## config.mk

```make
export PLATFORM = sky130hd
export DESIGN_NAME = countdown_timer
export DESIGN_NICKNAME = d
export VERILOG_FILES = /design/src/rtl/countdown_timer.sv
export SDC_FILE = /design/constraint.sdc
export NUM_CORES = 1
export LEC_CHECK = 0
export BUFFER_PORTS_ARGS = -buffer_cell sky130_fd_sc_hd__buf_2
export CAP_MARGIN = 20
export CORE_MARGIN = 3
export CORE_UTILIZATION = 30
export DETAILED_ROUTE_END_ITERATION = 7
export GPL_TIMING_DRIVEN = 0
export PLACE_DENSITY_LB_ADDON = 0.25
export SLEW_MARGIN = 40
export SYNTH_ARGS = -nofsm -noshare
export SYNTH_HDL_FRONTEND = slang
export SYNTH_SLANG_ARGS = --single-unit
```

## constraint.sdc

```tcl
create_clock -name CLOCK_50 -period 1.66 [get_ports CLOCK_50]
set_input_delay 0.332 -clock CLOCK_50 [delete_from_list [all_inputs] [get_ports CLOCK_50]]
set_output_delay 0.332 -clock CLOCK_50 [all_outputs]
set_load 0.02 [all_outputs]
```

## src/rtl/countdown_timer.sv

```systemverilog
// -----------------------------------------------------------------------------
// countdown_timer
//
// Single-digit 0..9 down-counter for the DE-board display path. The start
// value is loaded from SW while idle. KEY[1] starts, pauses and resumes the
// count. The digit decrements once every TICK_DIV clocks and is shown on HEX0.
// Reaching zero latches the DONE state.
//
// Ports
//   CLOCK_50  in   1  system clock; every flop is rising-edge on this clock
//   KEY       in   2  KEY[0]: async active-low reset
//                     KEY[1]: start/pause button, active-low, asynchronous
//   SW        in   4  start value, unsigned; values 10..15 load as 9
//   HEX0      out  7  active-low segments, bit 0 = a ... bit 6 = g
//   LEDG      out  2  LEDG[0] = DONE state, LEDG[1] = RUN state
//
// Parameter
//   TICK_DIV  clocks per decrement; must be >= 4 and even
//
// Optional feature macro: COUNTDOWN_DONE_BLINK_EN
//   When defined, HEX0 blinks "0" / blank every TICK_DIV/2 clocks in DONE,
//   starting with "0" on entry. When undefined, DONE shows a steady "0".
// -----------------------------------------------------------------------------
module countdown_timer #(
   parameter int TICK_DIV = 50_000_000
) (
   input  logic       CLOCK_50,
   input  logic [1:0] KEY,
   input  logic [3:0] SW,
   output logic [6:0] HEX0,
   output logic [1:0] LEDG
);

   localparam int CW = $clog2(TICK_DIV);
   localparam logic [CW-1:0] TICK_MAX = CW'(TICK_DIV - 1);
`ifdef COUNTDOWN_DONE_BLINK_EN
   localparam logic [CW-1:0] TICK_HALF = CW'(TICK_DIV / 2);
`endif

   typedef enum logic [1:0] {
      S_IDLE  = 2'd0,
      S_RUN   = 2'd1,
      S_PAUSE = 2'd2,
      S_DONE  = 2'd3
   } state_t;

   state_t        state;
   state_t        state_next;
   logic [3:0]    digit;
   logic [3:0]    digit_next;
   logic [3:0]    digit_dec;
   logic [3:0]    sw_clamped;
   logic [CW-1:0] tick_cnt;
   logic [CW-1:0] tick_cnt_next;
   logic          cnt_wrap;
   logic          cnt_active;
   logic          tick;
   logic          rst_n;
   logic          key_sync1;
   logic          key_sync2;
   logic          key_prev;
   logic          press;
   logic [6:0]    seg_digit;

   assign rst_n = KEY[0];

   // ---------------------------------------------------------------------------
   // Button conditioning: two-flop synchronizer plus a previous-value flop.
   // The button is active-low, so a press is a 1 -> 0 transition of sync2.
   // Reset to 1 so that releasing reset never looks like a press.
   // ---------------------------------------------------------------------------
   always_ff @(posedge CLOCK_50 or negedge rst_n) begin
      if (!rst_n) begin
         key_sync1 <= 1'b1;
         key_sync2 <= 1'b1;
         key_prev  <= 1'b1;
      end else begin
         key_sync1 <= KEY[1];
         key_sync2 <= key_sync1;
         key_prev  <= key_sync2;
      end
   end

   assign press = key_prev & ~key_sync2;

   assign sw_clamped = (SW > 4'd9) ? 4'd9 : SW;
   // Saturating decrement keeps the digit from ever wrapping below 0.
   assign digit_dec  = (digit == 4'd0) ? 4'd0 : (digit - 4'd1);

   // ---------------------------------------------------------------------------
   // Tick counter. It advances only while the FSM stays in a counting state,
   // so entering RUN (from IDLE or PAUSE) always starts a full period and any
   // partial period at a pause is discarded.
   // ---------------------------------------------------------------------------
   assign cnt_wrap = (tick_cnt == TICK_MAX);
   assign tick     = (state == S_RUN) && cnt_wrap;

`ifdef COUNTDOWN_DONE_BLINK_EN
   assign cnt_active = ((state == S_RUN)  && (state_next == S_RUN)) ||
                       ((state == S_DONE) && (state_next == S_DONE));
`else
   assign cnt_active = (state == S_RUN) && (state_next == S_RUN);
`endif

   always_comb begin
      tick_cnt_next = '0;
      if (cnt_active) begin
         tick_cnt_next = cnt_wrap ? '0 : (tick_cnt + CW'(1));
      end
   end

   // ---------------------------------------------------------------------------
   // State machine: registered state, combinational next state.
   // In RUN a simultaneous press and tick applies the decrement first; reaching
   // zero wins over the pause request.
   // ---------------------------------------------------------------------------
   always_ff @(posedge CLOCK_50 or negedge rst_n) begin
      if (!rst_n) begin
         state    <= S_IDLE;
         digit    <= 4'd0;
         tick_cnt <= '0;
      end else begin
         state    <= state_next;
         digit    <= digit_next;
         tick_cnt <= tick_cnt_next;
      end
   end

   always_comb begin
      state_next = state;
      digit_next = digit;
      case (state)
         S_IDLE: begin
            digit_next = sw_clamped;
            if (press) begin
               state_next = (sw_clamped != 4'd0) ? S_RUN : S_DONE;
            end
         end
         S_RUN: begin
            if (tick) begin
               digit_next = digit_dec;
               if (digit_dec == 4'd0) begin
                  state_next = S_DONE;
               end else if (press) begin
                  state_next = S_PAUSE;
               end
            end else if (press) begin
               state_next = S_PAUSE;
            end
         end
         S_PAUSE: begin
            if (press) begin
               state_next = S_RUN;
            end
         end
         S_DONE: begin
            digit_next = 4'd0;
            if (press) begin
               state_next = S_IDLE;
            end
         end
         default: begin
            state_next = S_IDLE;
            digit_next = 4'd0;
         end
      endcase
   end

   // ---------------------------------------------------------------------------
   // Outputs
   // ---------------------------------------------------------------------------
   always_comb begin
      seg_digit = 7'h7F;
      case (digit)
         4'd0:    seg_digit = 7'b1000000;
         4'd1:    seg_digit = 7'b1111001;
         4'd2:    seg_digit = 7'b0100100;
         4'd3:    seg_digit = 7'b0110000;
         4'd4:    seg_digit = 7'b0011001;
         4'd5:    seg_digit = 7'b0010010;
         4'd6:    seg_digit = 7'b0000010;
         4'd7:    seg_digit = 7'b1111000;
         4'd8:    seg_digit = 7'b0000000;
         4'd9:    seg_digit = 7'b0010000;
         default: seg_digit = 7'h7F;
      endcase
   end

`ifdef COUNTDOWN_DONE_BLINK_EN
   // The counter starts at 0 on DONE entry, so the first half period shows "0".
   assign HEX0 = ((state == S_DONE) && (tick_cnt >= TICK_HALF)) ? 7'h7F : seg_digit;
`else
   assign HEX0 = seg_digit;
`endif

   assign LEDG = {(state == S_RUN), (state == S_DONE)};

endmodule

```

Word level (Yosys, flattened, before mapping)
Memory sizes are Yosys's and may differ from the RTL's.
Index checks and enable logic that the tools add are counted.
{"block": "word_totals", "register_bits": 35, "mem_bits_ro": 112, "in_bits": 7, "output_inout_bits": 9, "wordCells": 40, "n_memories": 1}
{"block": "op_classes", "n_addsub": 2, "order_cmp": 1, "n_eq_ne": 6, "n_mux": 14, "bitwise_logic": 2, "n_reduce_logical": 8}
{"name": "(no name shown)", "words": 16, "word_bits": 7, "rd": 1, "rd_clocked_by_memory_dff": 0, "write_ports": 0, "line": "174", "source": "case (digit)"}
{"op": "$mux W26", "count": 2}
{"op": "$add A26 B1 Y26 const B", "count": 1}
{"op": "$eq A26 B26 Y1 const B", "count": 1}
{"op": "$mux W2", "count": 7}
{"op": "$mux W4", "count": 3}
{"op": "$pmux W4 S3", "count": 1}
{"op": "$logic_not A4 Y1", "count": 2}
{"op": "$pmux W2 S4", "count": 1}
{"op": "$eq A2 B1 Y1 const B", "count": 2}
{"op": "$eq A2 B2 Y1 const B", "count": 2}
{"op": "$gt A4 B4 Y1 const B", "count": 1}
{"op": "$reduce_bool A4 Y1", "count": 1}
{"op": "$sub A4 B1 Y4 const B", "count": 1}
{"op": "$reduce_bool A3 Y1", "count": 1}
{"op": "$logic_and A1 B1 Y1", "count": 2}
{"op": "$logic_not A2 Y1", "count": 1}
{"op": "$ne A2 B1 Y1 const B", "count": 1}
{"op": "$reduce_and A2 Y1", "count": 1}
{"op": "$and A1 B1 Y1", "count": 1}
{"op": "$not A1 Y1", "count": 1}

Logic depth before layout (Yosys ltp)
Gate-level depths: netlist of the first run.
{"block": "logic_depth", "depth_word": 9, "mapped_depth": 7, "ltp_nobuf": 6}

Worst setup path after synthesis of the first run
Ideal clock, no wire load.
{"block": "synth_path", "kind": "reg2reg", "start": "reg tick_cnt[0]", "end": "reg digit[1]", "setup_ns": 0.125, "arrival_time_ns": 1.667, "required_ns": 1.535, "path_slack_ns": -0.131, "stages_incl_launch_ff": 7, "n_path_buf": 1, "period_less_slack_ns": 1.791, "cell_sequence": "dfrtp_1 ha_1 and4_1 buf_2 nand4_1 o21ai_0 mux2_2"}
{"block": "synth_via", "elab_chain_cells": 4}
{"item": "start: declaration", "line": "53", "source": "logic [CW-1:0] tick_cnt;"}
{"item": "start signal: assignment", "line": "125", "source": "tick_cnt <= tick_cnt_next;"}
{"item": "$eq A26 B26 Y1", "line": "95", "source": "assign cnt_wrap = (tick_cnt == TICK_MAX);"}
{"item": "$logic_and A1 B1 Y1", "line": "96", "source": "assign tick = (state == S_RUN) && cnt_wrap;"}
{"item": "$ne A2 B1 Y1 (no source line)"}
{"item": "$reduce_and A2 Y1 (no source line)"}
{"item": "end signal: assignment", "line": "124", "source": "digit <= digit_next;"}
{"item": "end: declaration", "line": "49", "source": "logic [3:0] digit;"}
Every way passes these cells.
A chain may end at the register's enable or synchronous reset.

Worst setup path in the final report of the first run
{"block": "layout_path", "start": "reg tick_cnt[10]", "end": "reg tick_cnt[23]"}
{"block": "layout_via", "elab_chain_cells": 7, "elab_cells_between_ends": 9, "classes_between": "1 x add/sub; 2 x eq/ne; 4 x mux; 2 x reduce/logical"}
{"item": "branches (longest 6 deep; another with $add A26 B1 Y26)"}
{"item": "$mux W26 (*)", "line": "107", "source": "if (cnt_active) begin"}
{"item": "net tick_cnt_next[23]", "line": "54", "source": "logic [CW-1:0] tick_cnt_next;"}
Mark *: on every way through the listed nets, which the timed path passes.

==> metrics.log, run 1 <==
INFO  metric largest_net_degree_at_the_start_of_global_routing = 36
INFO  metric post-place-ws = -0.314 ns
INFO  metric placed_cell_area = 2260 sq um
INFO  metric worst_ep_required_time = 1.88 ns
INFO  metric post_drt_wl_per_cell = 15.0 microns
INFO  metric post_synth.cell_area_avg = 9.22 sq um
INFO  metric worstPathMaxFanout = 9
INFO  metric use_met2 = 0.244
INFO  metric crit_arrival = 2.04 ns
INFO  metric die_ar = 7880 sq um
INFO  metric violations = negative hold slack, negative setup slack
INFO  metric floorplan.die.width = 88.8 microns
INFO  metric num_io_pins = 16
INFO  metric groute.layer.met3.usage = 0.0279
INFO  metric grt_setup_unrepaired = yes
INFO  metric postSynthCellCount = 223
INFO  metric num_vias = 1,925
INFO  metric layout.nets = 292
INFO  metric drive_above_1_share = 0.518
INFO  metric combined_area_of_all_synthesized_cells = 2060 sq um
INFO  metric synth.net_count = 236
INFO  metric n_antenna_cell = 0
INFO  metric area.growth.synth_to_final = 46.9%
INFO  metric tritoncts = done
INFO  metric cts_made_buffers = 5
INFO  metric run_status = finished with violations
INFO  metric initial_utilization = 0.317
INFO  metric gp_congestion = 0.783
INFO  metric synth.yosys.warnings = 0
INFO  metric post-route-min-period = 1.83 ns
INFO  metric power_leakage = 1.17 nW
INFO  metric p_per_area = 1390 nW/um^2
INFO  metric timing.critical_path.to_type = flip-flop
INFO  metric placement_rows = 29
INFO  metric setup_viol_count_final = 38
INFO  metric fmax = 547 MHz
INFO  metric cap_viol_max_count = 0
INFO  metric vdd_ir_drop_max = 0.000519 V
INFO  metric core_area = 6490 sq um
INFO  metric busiest_layer_in_global_routing = met2
INFO  metric timing.hold.worst.class = input port to asynchronous set/reset pin
INFO  metric final-max-slew-violation-count = 0
INFO  metric drt-initial-drc-count = 103
INFO  metric max_slew_margin = 0.692
INFO  metric finalClockSkew = 0.00657 ns
INFO  metric number_of_enable_flip_flop_cells_after_synthesis = 0
INFO  metric postLayoutCellArea = 3020 sq um
INFO  metric h-tree-depth = 2
INFO  metric track_usage = 0.147
INFO  metric vias_per_cell = 5.39
INFO  metric clock_tree_root_driver_cell = clkbuf_8
INFO  metric vias_in_the_first_global_route = 1,868
INFO  metric clock_latency_of_the_later_clocked_register_in_the_worst_skew_pair = 0.28 ns
INFO  metric dp_hpwl = 3.26 mm
INFO  metric final.hold.worst_slack = -0.00976 ns
INFO  metric clk_pin_slew_worst_paths = 0.07 ns
INFO  metric async_flop_share = 1.00
INFO  metric hold_viol = 4
INFO  metric synth_seq_area_share = 0.428
INFO  metric cts_num_sinks = 35
INFO  metric use_met1 = 0.195
INFO  metric overflow = 0
INFO  metric final_min_period_over_clock_period = 1.10
INFO  metric setup_total_negative_slack = -4.78 ns
INFO  metric synth-main-ff-cell = dfrtp_1
INFO  metric drtAntennaViolNets = 0
INFO  metric die_height = 88.8 microns
INFO  metric clk_path_buf_depth = 2
INFO  metric buffer_ports.inserted = 15
INFO  metric drcViolationCount = 0
INFO  metric worst_slew_pin_slew = 0.461 ns
INFO  metric synth.lib_cells_used.distinct = 46
INFO  metric drt-pass1-iter-count = 4
INFO  metric setup.worst_path.start_class = flip-flop
INFO  metric first_pass_grt_wire_length = 9.07 mm
INFO  metric initial_antenna_violation_count = 0
INFO  metric setup_ws = -0.168 ns
INFO  metric criticalPathCategory = flip-flop to flip-flop
INFO  metric yosys_register_bits = 35
INFO  metric detail_route.wirelength = 5.36 mm
INFO  metric fillCellCount = 599
==> path summary, 6_finish.rpt <==
| path | from | end | slack (ns) | depth (start not counted) |
|---|---|---|---|---|
| hold / removal | KEY[0] | tick_cnt[0] | -0.01 | 1 |
| max in group asynchronous | KEY[0] | key_prev | 1.30 | 1 |
| setup reg to reg | tick_cnt[10] | tick_cnt[23] | -0.17 | 5 |
| hold reg to reg | key_sync1 | key_sync2 | 0.36 | 0 |
| min in group CLOCK_50 | KEY[1] | key_sync1 | 0.15 | 1 |
| setup / recovery | tick_cnt[10] | tick_cnt[23] | -0.17 | 5 |
==> metrics by stage <==
step / power (mW) / utilization / hold WS [ns] / cells
2_1_floorplan: 2.06 / - / 0.0364 / 223
3_3_place_gp: 2.45 / 0.348 / 0.347 / 315
3_5_place_dp: 2.45 / 0.348 / 0.347 / 315
4_1_cts: 3.94 / 0.435 / 0.137 / 349
5_1_grt: 4.48 / 0.465 / 0.0253 / 357
6_report: 4.20 / 0.465 / -0.00976 / 357
==> sequential cells by signal (all words and copies together) (netlist names) <==
name       flops
tick_cnt      26
key_sync1      1
state          2
key_sync2      1
digit          4
key_prev       1
==> metal layers <==
layer  part of all wire  wire, microns
met5                  0              0
met4              0.013             68
met3              0.037            200
met2               0.49           2630
met1               0.46           2460
==> final cells by class <==
cell class	count	area (sq um)	area share
buffer	8	83.8	0.0278
clock buffer	8	100	0.0332
inverter	7	33.8	0.0112
multi-input combinational	173	1430	0.473
sequential	35	891	0.295
tap	77	96.3	0.0319
timing repair buffer	49	387	0.128
==> layout by cell type (no fill, tap or decap), drive strengths merged, types with 2 or more instances in the layout <==
| cell type | count |
|---|---|
| a21oi | 19 |
| and2 | 4 |
| and3 | 4 |
| and4 | 4 |
| buf | 54 |
| clkbuf | 11 |
| dfrtp | 32 |
| dfstp | 3 |
| ha | 6 |
| inv | 7 |
| mux2 | 3 |
| nand2 | 15 |
| nand2b | 3 |
| nand3 | 10 |
| nand4 | 10 |
| nor2 | 21 |
| nor2b | 2 |
| nor3 | 4 |
| nor3b | 2 |
| nor4 | 2 |
| nor4b | 4 |
| nor4bb | 2 |
| o21ai | 13 |
| o31ai | 6 |
| or3 | 6 |
| or4 | 8 |
| xnor2 | 4 |
| xor2 | 9 |
==> critical path, stage by stage (launching register included) <==
cell and delay, ns:
dfrtp_1 0.41, nand3_2 0.10, or4_4 0.56, buf_6 0.15
or4_4 0.41, a21oi_2 0.13
==> what timing repair did <==
| item | CTS | global route |
|---|---|---|
| setup buffers | 23 | 8 |
| hold buffers | 0 | 0 |
| pin swaps | 26 | 9 |
| resized for setup | 77 | 35 |
| endpoints found under the setup margin | 40 | 39 |
| cloned | 3 | 0 |
==> kinds of logic after synthesis <==
kind of cell | synth area share
fa+ha+maj | 0.0365
xor+xnor | 0.0554
compound gates | 0.137
buf+inv | 0.0329
flops | 0.428
mux | 0.0213
simple gates | 0.289
==> where the power goes <==
part / leakage (nW) / switching, mW / internal, mW
logic: 0.665 / 1.29 / 1.17
clock network: 0.0515 / 0.299 / 0.379
registers: 0.454 / 0.116 / 0.956
==> synthesized netlist by cell type, drive strengths merged, types with 2 or more instances <==
library cell,n,share of area
inv,7,0.013
nor3,4,0.0097
dfstp,3,0.038
o31ai,6,0.022
xor2,9,0.038
a21oi,19,0.048
ha,6,0.037
buf,4,0.013
nor4bb,2,0.0097
nor4,2,0.0061
and4,4,0.017
or3,6,0.018
or4,8,0.033
clkbuf,4,0.0073
nand2,15,0.027
nor3b,2,0.0073
mux2,3,0.016
and2,4,0.013
nor4b,4,0.017
nor2,21,0.038
xnor2,4,0.017
nand3,10,0.027
nand2b,3,0.0091
dfrtp,32,0.39
o21ai,13,0.032
nand4,10,0.030
nor2b,2,0.0061
and3,4,0.013
Note: power is estimated with default switching activity, not from simulation.
==> run 2: changes to the inputs <==
--- a/config.mk
+++ b/config.mk
@@ -12,6 +12,7 @@
 export DETAILED_ROUTE_END_ITERATION = 7
 export GPL_TIMING_DRIVEN = 0
 export PLACE_DENSITY_LB_ADDON = 0.25
+export REMOVE_ABC_BUFFERS = 1
 export SLEW_MARGIN = 40
 export SYNTH_ARGS = -nofsm -noshare
 export SYNTH_HDL_FRONTEND = slang
==> run 2 against run 1 <==
- register-to-register slack barely moved
- critical endpoint is now HEX0[5]
- setup slack got worse by 0.0049 ns
- the flow still finishes with violations (negative hold slack, negative setup slack)
- clock skew rose by 0.0053 ns
- cell count did not move
- hold slack gained 0.0012 ns
- largest cell class unchanged
- via count is 1.2% lower
- flip-flop and latch count is the same
==> metrics.log, run 2 (synthesis results as in run 1) <==
INFO  metric run_status = finished with violations (unchanged)
INFO  metric violations = negative hold slack, negative setup slack (unchanged)
INFO  metric drive_above_1_share = 0.461 (was 0.518)
INFO  metric fmax = 546 MHz (was 547 MHz)
INFO  metric largest_reg_flops = 26 (unchanged)
INFO  metric n_antenna_cell = 0 (unchanged)
INFO  metric gp_congestion = 0.777 (was 0.783)
INFO  metric setup.worst_path.start_class = flip-flop (unchanged)
INFO  metric cts_num_sinks = 35 (unchanged)
INFO  metric setup_ws = -0.173 ns (was -0.168 ns)
INFO  metric hold_viol = 13 (was 4)
INFO  metric cap_viol_max_count = 0 (unchanged)
INFO  metric final_common_cell = buf_4 (unchanged)
INFO  metric worst_slew_pin_slew = 0.464 ns (was 0.461 ns)
INFO  metric area.growth.synth_to_final = 45.5% (was 46.9%)
INFO  metric vias_in_the_first_global_route = 1,902 (was 1,868)
INFO  metric setup_viol_count_final = 37 (was 38)
INFO  metric setup_total_negative_slack = -3.15 ns (was -4.78 ns)
INFO  metric initial_antenna_violation_count = 0 (unchanged)
INFO  metric num_io_pins = 16 (unchanged)
INFO  metric largest_registers = tick_cnt: 26 flops, digit: 4 flops, state: 2 flops (unchanged)
INFO  metric timing.hold.worst.class = input port to asynchronous set/reset pin (unchanged)
INFO  metric top_register = tick_cnt (unchanged)
INFO  metric clock_latency_of_the_later_clocked_register_in_the_worst_skew_pair = 0.29 ns (was 0.28 ns)
INFO  metric cts_made_buffers = 5 (unchanged)
INFO  metric mostFrequentLayoutCells = buf_4 (34), dfrtp_1 (23), nor2_1 (19) (was buf_4 (28), dfrtp_1 (23), buf_6 (15), a21oi_2 (15), nand2_1 (13))
INFO  metric power_leakage = 1.19 nW (was 1.17 nW)
INFO  metric worst_path_largest_cell_delay = 0.46 ns (was 0.56 ns)
INFO  metric drt-initial-drc-count = 67 (was 103)
INFO  metric p_per_area = 1410 nW/um^2 (was 1390 nW/um^2)
INFO  metric track_usage = 0.143 (was 0.147)
INFO  metric largest_net_degree_at_the_start_of_global_routing = 36 (unchanged)
INFO  metric post-route-min-period = 1.83 ns (about the same)
INFO  metric dp_hpwl = 3.04 mm (was 3.26 mm)
INFO  metric timing.critical_path.to_type = output pin (was flip-flop)
INFO  metric overflow = 0 (unchanged)
INFO  metric worstPathMaxFanout = 4 (was 9)
INFO  metric initial_utilization = 0.317 (unchanged)
INFO  metric core_area = 6490 sq um (unchanged)
INFO  metric placement_rows = 29 (unchanged)
INFO  metric layout.nets = 292 (unchanged)
INFO  metric crit_family = flip-flops (was simple AND/OR/NAND/NOR gates)
INFO  metric finalClockSkew = 0.0119 ns (was 0.00657 ns)
INFO  metric vdd_ir_drop_max = 0.000623 V (was 0.000519 V)
INFO  metric drtAntennaViolNets = 0 (unchanged)
INFO  metric buffer_ports.inserted = 15 (unchanged)
INFO  metric vias_per_cell = 5.33 (was 5.39)
INFO  metric post_drt_wl_per_cell = 14.8 microns (was 15.0 microns)
INFO  metric layout.cells.non_filler = 357 (unchanged)
INFO  metric max_slew_margin = 0.690 (was 0.692)
INFO  metric first_pass_grt_wire_length = 8.83 mm (was 9.07 mm)
INFO  metric final-max-slew-violation-count = 0 (unchanged)
INFO  metric clock_tree_root_driver_cell = clkbuf_8 (unchanged)
INFO  metric worst_ep_required_time = 1.33 ns (was 1.88 ns)
INFO  metric post-place-ws = -0.564 ns (was -0.314 ns)
INFO  metric die_height = 88.8 microns (unchanged)
INFO  metric post-place-cells = 308 (was 315)
INFO  metric critPathBufInv = 2 (was 1)
INFO  metric critical_path.slowest_cell = dfrtp_2 (was or4_4)
INFO  metric h-tree-depth = 2 (unchanged)
INFO  metric floorplan.die.width = 88.8 microns (unchanged)
INFO  metric die_ar = 7880 sq um (unchanged)
INFO  metric clk_pin_slew_worst_paths = 0.08 ns (was 0.07 ns)
INFO  metric criticalPathCategory = flip-flop to output pin (was flip-flop to flip-flop)
INFO  metric final.hold.worst_slack = -0.00854 ns (was -0.00976 ns)
INFO  metric drt-pass1-iter-count = 4 (unchanged)
INFO  metric tritoncts = done (unchanged)
INFO  metric detail_route.wirelength = 5.27 mm (was 5.36 mm)
INFO  metric grt_setup_unrepaired = yes (unchanged)
INFO  metric crit_arrival = 1.50 ns (was 2.04 ns)
INFO  metric finish.utilization = 0.461 (was 0.465)
INFO  metric num_vias = 1,902 (was 1,925)
INFO  metric drcViolationCount = 0 (unchanged)
INFO  metric crit_path_cell_trace = buf_6 -> ha_4 -> nand2b_4 -> a21oi_2 -> nor2_1 -> buf_4 (was nand3_2 -> or4_4 -> buf_6 -> or4_4 -> a21oi_2)
INFO  metric final_min_period_over_clock_period = 1.10 (about the same)
INFO  metric clk_path_buf_depth = 2 (unchanged)
-- run 2: cell types whose count changed in the layout (fill, tap and decap cells not counted), moves of 6 or more --
cell     previous run  this run
buf_4              28        34
nor2_2             11         1
a21oi_1             4        11
a21oi_2            15         8
nor2_1             10        19
-- run 2: worst paths after layout --
path	start	cells past startpoint	slack (ns)	endpoint
worst max-delay path	digit[0]	6	-0.17	HEX0[5]
worst min-delay path	KEY[0]	1	-0.009	tick_cnt[15]
worst max register to register	tick_cnt[0]	6	-0.17	tick_cnt[17]
worst min register to register	key_sync1	0	0.36	key_sync2
max in group asynchronous	KEY[0]	1	1.31	digit[3]
min in group CLOCK_50	KEY[1]	1	0.14	key_sync1
-- run 2: what timing repair did --
item / in CTS / in global routing
gates resized for setup: 60 / 37
endpoints found under the setup margin: 40 / 40
hold buffers: 0 / 0
setup buffers: 38 / 3
pin swaps: 25 / 16
-- run 2: power by group --
group	leakage, nW	switching [mW]	internal (mW)
combinational	0.688	1.25	1.23
clock	0.0474	0.328	0.339
sequential	0.455	0.124	0.959
total	1.19	1.71	2.52
-- run 2: worst register-to-register path, cell delays in order (launching register included) --
cell	delay (ns)
dfrtp_1	0.37
buf_6	0.10
nand4_1	0.09
or4_4	0.61
buf_6	0.17
or3_1	0.30
a21oi_1	0.12
-- run 2: metal layers --
| metal | GRT usage | share of wire | up-vias | routed length, microns |
|---|---|---|---|---|
| li1 | - | - | 937 | - |
| met1 | 0.178 | 0.46 | 930 | 2420 |
| met2 | 0.239 | 0.50 | 24 | 2620 |
| met3 | 0.0298 | 0.024 | 11 | 128 |
| met4 | 0.0591 | 0.021 | 0 | 113 |
| met5 | 0 | 0 | - | 0 |
-- run 2: through the flow --
| stage | area (sq um) | power [mW] |
|---|---|---|
| floorplan | 2010 | 1.99 |
| global placement | 2190 | 2.37 |
| detailed placement | 2210 | 2.43 |
| CTS | 2800 | 3.84 |
| global route | 2990 | 4.50 |
| finish | 2990 | 4.23 |
-- run 2: layout make-up --
class / count / area, sq um
timing repair buffer: 57 / 479
multi-input combinational: 173 / 1400
fill: 616 / 3500
sequential: 35 / 891
clock buffer: 6 / 82.6
inverter: 7 / 31.3
clock inverter: 2 / 16.3
tap: 77 / 96.3
==> run 3: changes to the inputs <==
--- a/config.mk
+++ b/config.mk
@@ -5,9 +5,8 @@
 export SDC_FILE = /design/constraint.sdc
 export NUM_CORES = 1
 export LEC_CHECK = 0
-export BUFFER_PORTS_ARGS = -buffer_cell sky130_fd_sc_hd__buf_2
+export BUFFER_PORTS_ARGS = -buffer_cell sky130_fd_sc_hd__buf_4
 export CAP_MARGIN = 20
-export CORE_MARGIN = 3
 export CORE_UTILIZATION = 30
 export DETAILED_ROUTE_END_ITERATION = 7
 export GPL_TIMING_DRIVEN = 0
==> run 3 against run 2 <==
- register-to-register slack better by 0.03 ns
- cell count is 0.28% higher
- sequential power grew 4%
- the run ends with design-rule violations, negative setup slack left
- global-route usage increased by 2.3 points
- clock-buffer cell count increased by 2
- clock power rose by 3%
- hold slack better by 0.0096 ns
- critical path depth did not move
- largest power group unchanged
- clock skew fell by 0.0052 ns
- non-clock buffer count rose by 1
- maximum frequency grew 1.2%
- total power fell by 6.2%
- critical path type unchanged
==> metrics.log, run 3 (synthesis results as in run 1) <==
INFO  metric timing.critical_path.to_type = output pin (unchanged)
INFO  metric post-layout-total-power = 3.97 mW (was 4.23 mW)
INFO  metric floorplan.die.width = 84.8 microns (was 88.8 microns)
INFO  metric violations = design-rule violations, negative setup slack (was negative hold slack, negative setup slack)
INFO  metric critPathBufInv = 2 (unchanged)
INFO  metric clock_latency_of_the_later_clocked_register_in_the_worst_skew_pair = 0.28 ns (was 0.29 ns)
INFO  metric dp_hpwl = 3.05 mm (was 3.04 mm)
INFO  metric worst_ep_required_time = 1.33 ns (about the same)
INFO  metric worst_slew_pin_slew = 0.467 ns (was 0.464 ns)
INFO  metric run_status = finished with violations (unchanged)
INFO  metric crit_path_cell_trace = inv_4 -> ha_4 -> nand2b_1 -> a21oi_1 -> nor2_1 -> buf_4 (was buf_6 -> ha_4 -> nand2b_4 -> a21oi_2 -> nor2_1 -> buf_4)
INFO  metric h-tree-depth = 2 (unchanged)
INFO  metric cts_made_buffers = 5 (unchanged)
INFO  metric vias_per_cell = 5.41 (was 5.33)
INFO  metric die_ar = 7190 sq um (was 7880 sq um)
INFO  metric largest_net_degree_at_the_start_of_global_routing = 36 (unchanged)
INFO  metric first_pass_grt_wire_length = 9.47 mm (was 8.83 mm)
INFO  metric power_leakage = 1.18 nW (was 1.19 nW)
INFO  metric crit_arrival = 1.48 ns (was 1.50 ns)
INFO  metric vias_in_the_first_global_route = 1,964 (was 1,902)
INFO  metric r2r_cells = 5 (was 6)
INFO  metric clk_pin_slew_worst_paths = 0.07 ns (was 0.08 ns)
INFO  metric core_area = 6490 sq um (unchanged)
INFO  metric initial_utilization = 0.317 (unchanged)
INFO  metric post_drt_wl_per_cell = 15.4 microns (was 14.8 microns)
INFO  metric cts_num_sinks = 35 (unchanged)
INFO  metric hold_viol = 0 (was 13)
INFO  metric n_antenna_cell = 0 (unchanged)
INFO  metric mostFrequentLayoutCells = buf_4 (47), dfrtp_1 (21), nand2_1 (14) (was buf_4 (34), dfrtp_1 (23), nor2_1 (19))
INFO  metric fmax = 552 MHz (was 546 MHz)
INFO  metric worstPathMaxFanout = 6 (was 4)
INFO  metric placement_rows = 29 (unchanged)
INFO  metric num_vias = 1,935 (was 1,902)
INFO  metric final_common_cell = buf_4 (unchanged)
INFO  metric drtAntennaViolNets = 0 (unchanged)
INFO  metric gp_congestion = 0.774 (was 0.777)
INFO  metric overflow = 0 (unchanged)
INFO  metric tritoncts = done (unchanged)
INFO  metric buffer_ports.inserted = 15 (unchanged)
INFO  metric drcViolationCount = 2 (was 0)
INFO  metric timing.hold.worst.class = input port to asynchronous set/reset pin (unchanged)
INFO  metric clk_path_buf_depth = 2 (unchanged)
INFO  metric finalClockSkew = 0.00667 ns (was 0.0119 ns)
INFO  metric layout.cells.non_filler = 358 (was 357)
INFO  metric vdd_ir_drop_max = 0.000497 V (was 0.000623 V)
INFO  metric post-place-ws = -0.554 ns (was -0.564 ns)
INFO  metric hold_buffers = 0 (unchanged)
INFO  metric final_min_period_over_clock_period = 1.09 (was 1.10)
INFO  metric final-max-slew-violation-count = 0 (unchanged)
INFO  metric setup_viol_count_final = 37 (unchanged)
INFO  metric drive_above_1_share = 0.495 (was 0.461)
INFO  metric setup_total_negative_slack = -3.13 ns (was -3.15 ns)
INFO  metric drt-pass1-iter-count = 6 (was 4)
INFO  metric cap_viol_max_count = 0 (unchanged)
INFO  metric max_slew_margin = 0.689 (was 0.690)
INFO  metric critical_path.slowest_cell = dfrtp_2 (unchanged)
INFO  metric crit_family = flip-flops (unchanged)
INFO  metric die_height = 84.8 microns (was 88.8 microns)
INFO  metric initial_antenna_violation_count = 0 (unchanged)
INFO  metric drt-initial-drc-count = 104 (was 67)
INFO  metric num_io_pins = 16 (unchanged)
INFO  metric top_register = tick_cnt (unchanged)
INFO  metric post-place-cells = 308 (unchanged)
INFO  metric grt_setup_unrepaired = yes (unchanged)
INFO  metric largest_registers = tick_cnt: 26 flops, digit: 4 flops, state: 2 flops (unchanged)
INFO  metric largest_reg_flops = 26 (unchanged)
INFO  metric layout.nets = 293 (was 292)
INFO  metric setup.worst_path.start_class = flip-flop (unchanged)
INFO  metric worst_path_largest_cell_delay = 0.46 ns (about the same)
INFO  metric p_per_area = 1310 nW/um^2 (was 1410 nW/um^2)
INFO  metric track_usage = 0.166 (was 0.143)
INFO  metric area.growth.synth_to_final = 47.0% (was 45.5%)
INFO  metric detail_route.wirelength = 5.52 mm (was 5.27 mm)
INFO  metric criticalPathCategory = flip-flop to output pin (unchanged)
INFO  metric clock_tree_root_driver_cell = clkbuf_8 (unchanged)
INFO  metric crit_cells = 6 (unchanged)
INFO  metric setup_ws = -0.151 ns (was -0.173 ns)
INFO  metric post-route-min-period = 1.81 ns (was 1.83 ns)
-- run 3: cell types whose count changed in the layout (fill, tap and decap cells not counted), sizes merged --
cell / delta
clkbuf: +3
clkinv: -1
clkinvlp: -1
-- run 3: per-layer routing --
metal	vias to the layer above	GRT usage	wire (microns)
met4	0	0.0493	45
met5	-	0	0
met2	49	0.278	2750
met1	941	0.220	2530
met3	7	0.0275	185
li1	938	-	-
-- run 3: layout make-up --
class | count | area (sq um)
multi-input combinational | 173 | 1400
inverter | 7 | 28.8
tap | 77 | 96.3
sequential | 35 | 893
timing repair buffer | 58 | 499
clock buffer | 8 | 100
fill | 602 | 3470
-- run 3: worst paths after layout --
check	startpoint	end	slack, ns
min in group CLOCK_50	KEY[1]	key_sync1	0.16
worst min-delay path	KEY[0]	tick_cnt[10]	0.001
max in group asynchronous	KEY[0]	key_prev	1.30
worst max-delay path	digit[0]	HEX0[5]	-0.15
worst max register to register	tick_cnt[0]	digit[0]	-0.14
worst min register to register	key_sync1	key_sync2	0.36
-- run 3: through the flow --
step           cell area, sq um  hold slack (ns)   util
2_1_floorplan              2010           0.0364      -
3_3_place_gp               2220            0.323  0.342
3_5_place_dp               2250            0.325  0.346
4_1_cts                    2900           0.0152  0.447
5_1_grt                    3020           0.0309  0.465
6_report                   3020          0.00104  0.465
-- run 3: power breakdown --
group / leakage [nW] / internal (mW) / switching, mW
Sequential: 0.452 / 0.962 / 0.161
Combinational: 0.674 / 1.02 / 1.14
Clock: 0.0515 / 0.379 / 0.305
-- run 3: timing repair --
| item | in CTS | in global routing |
|---|---|---|
| setup endpoints to repair | 40 | 39 |
| gates cloned | 2 | 0 |
| setup buffers | 36 | 4 |
| resized for setup | 71 | 22 |
| pin swaps | 32 | 12 |
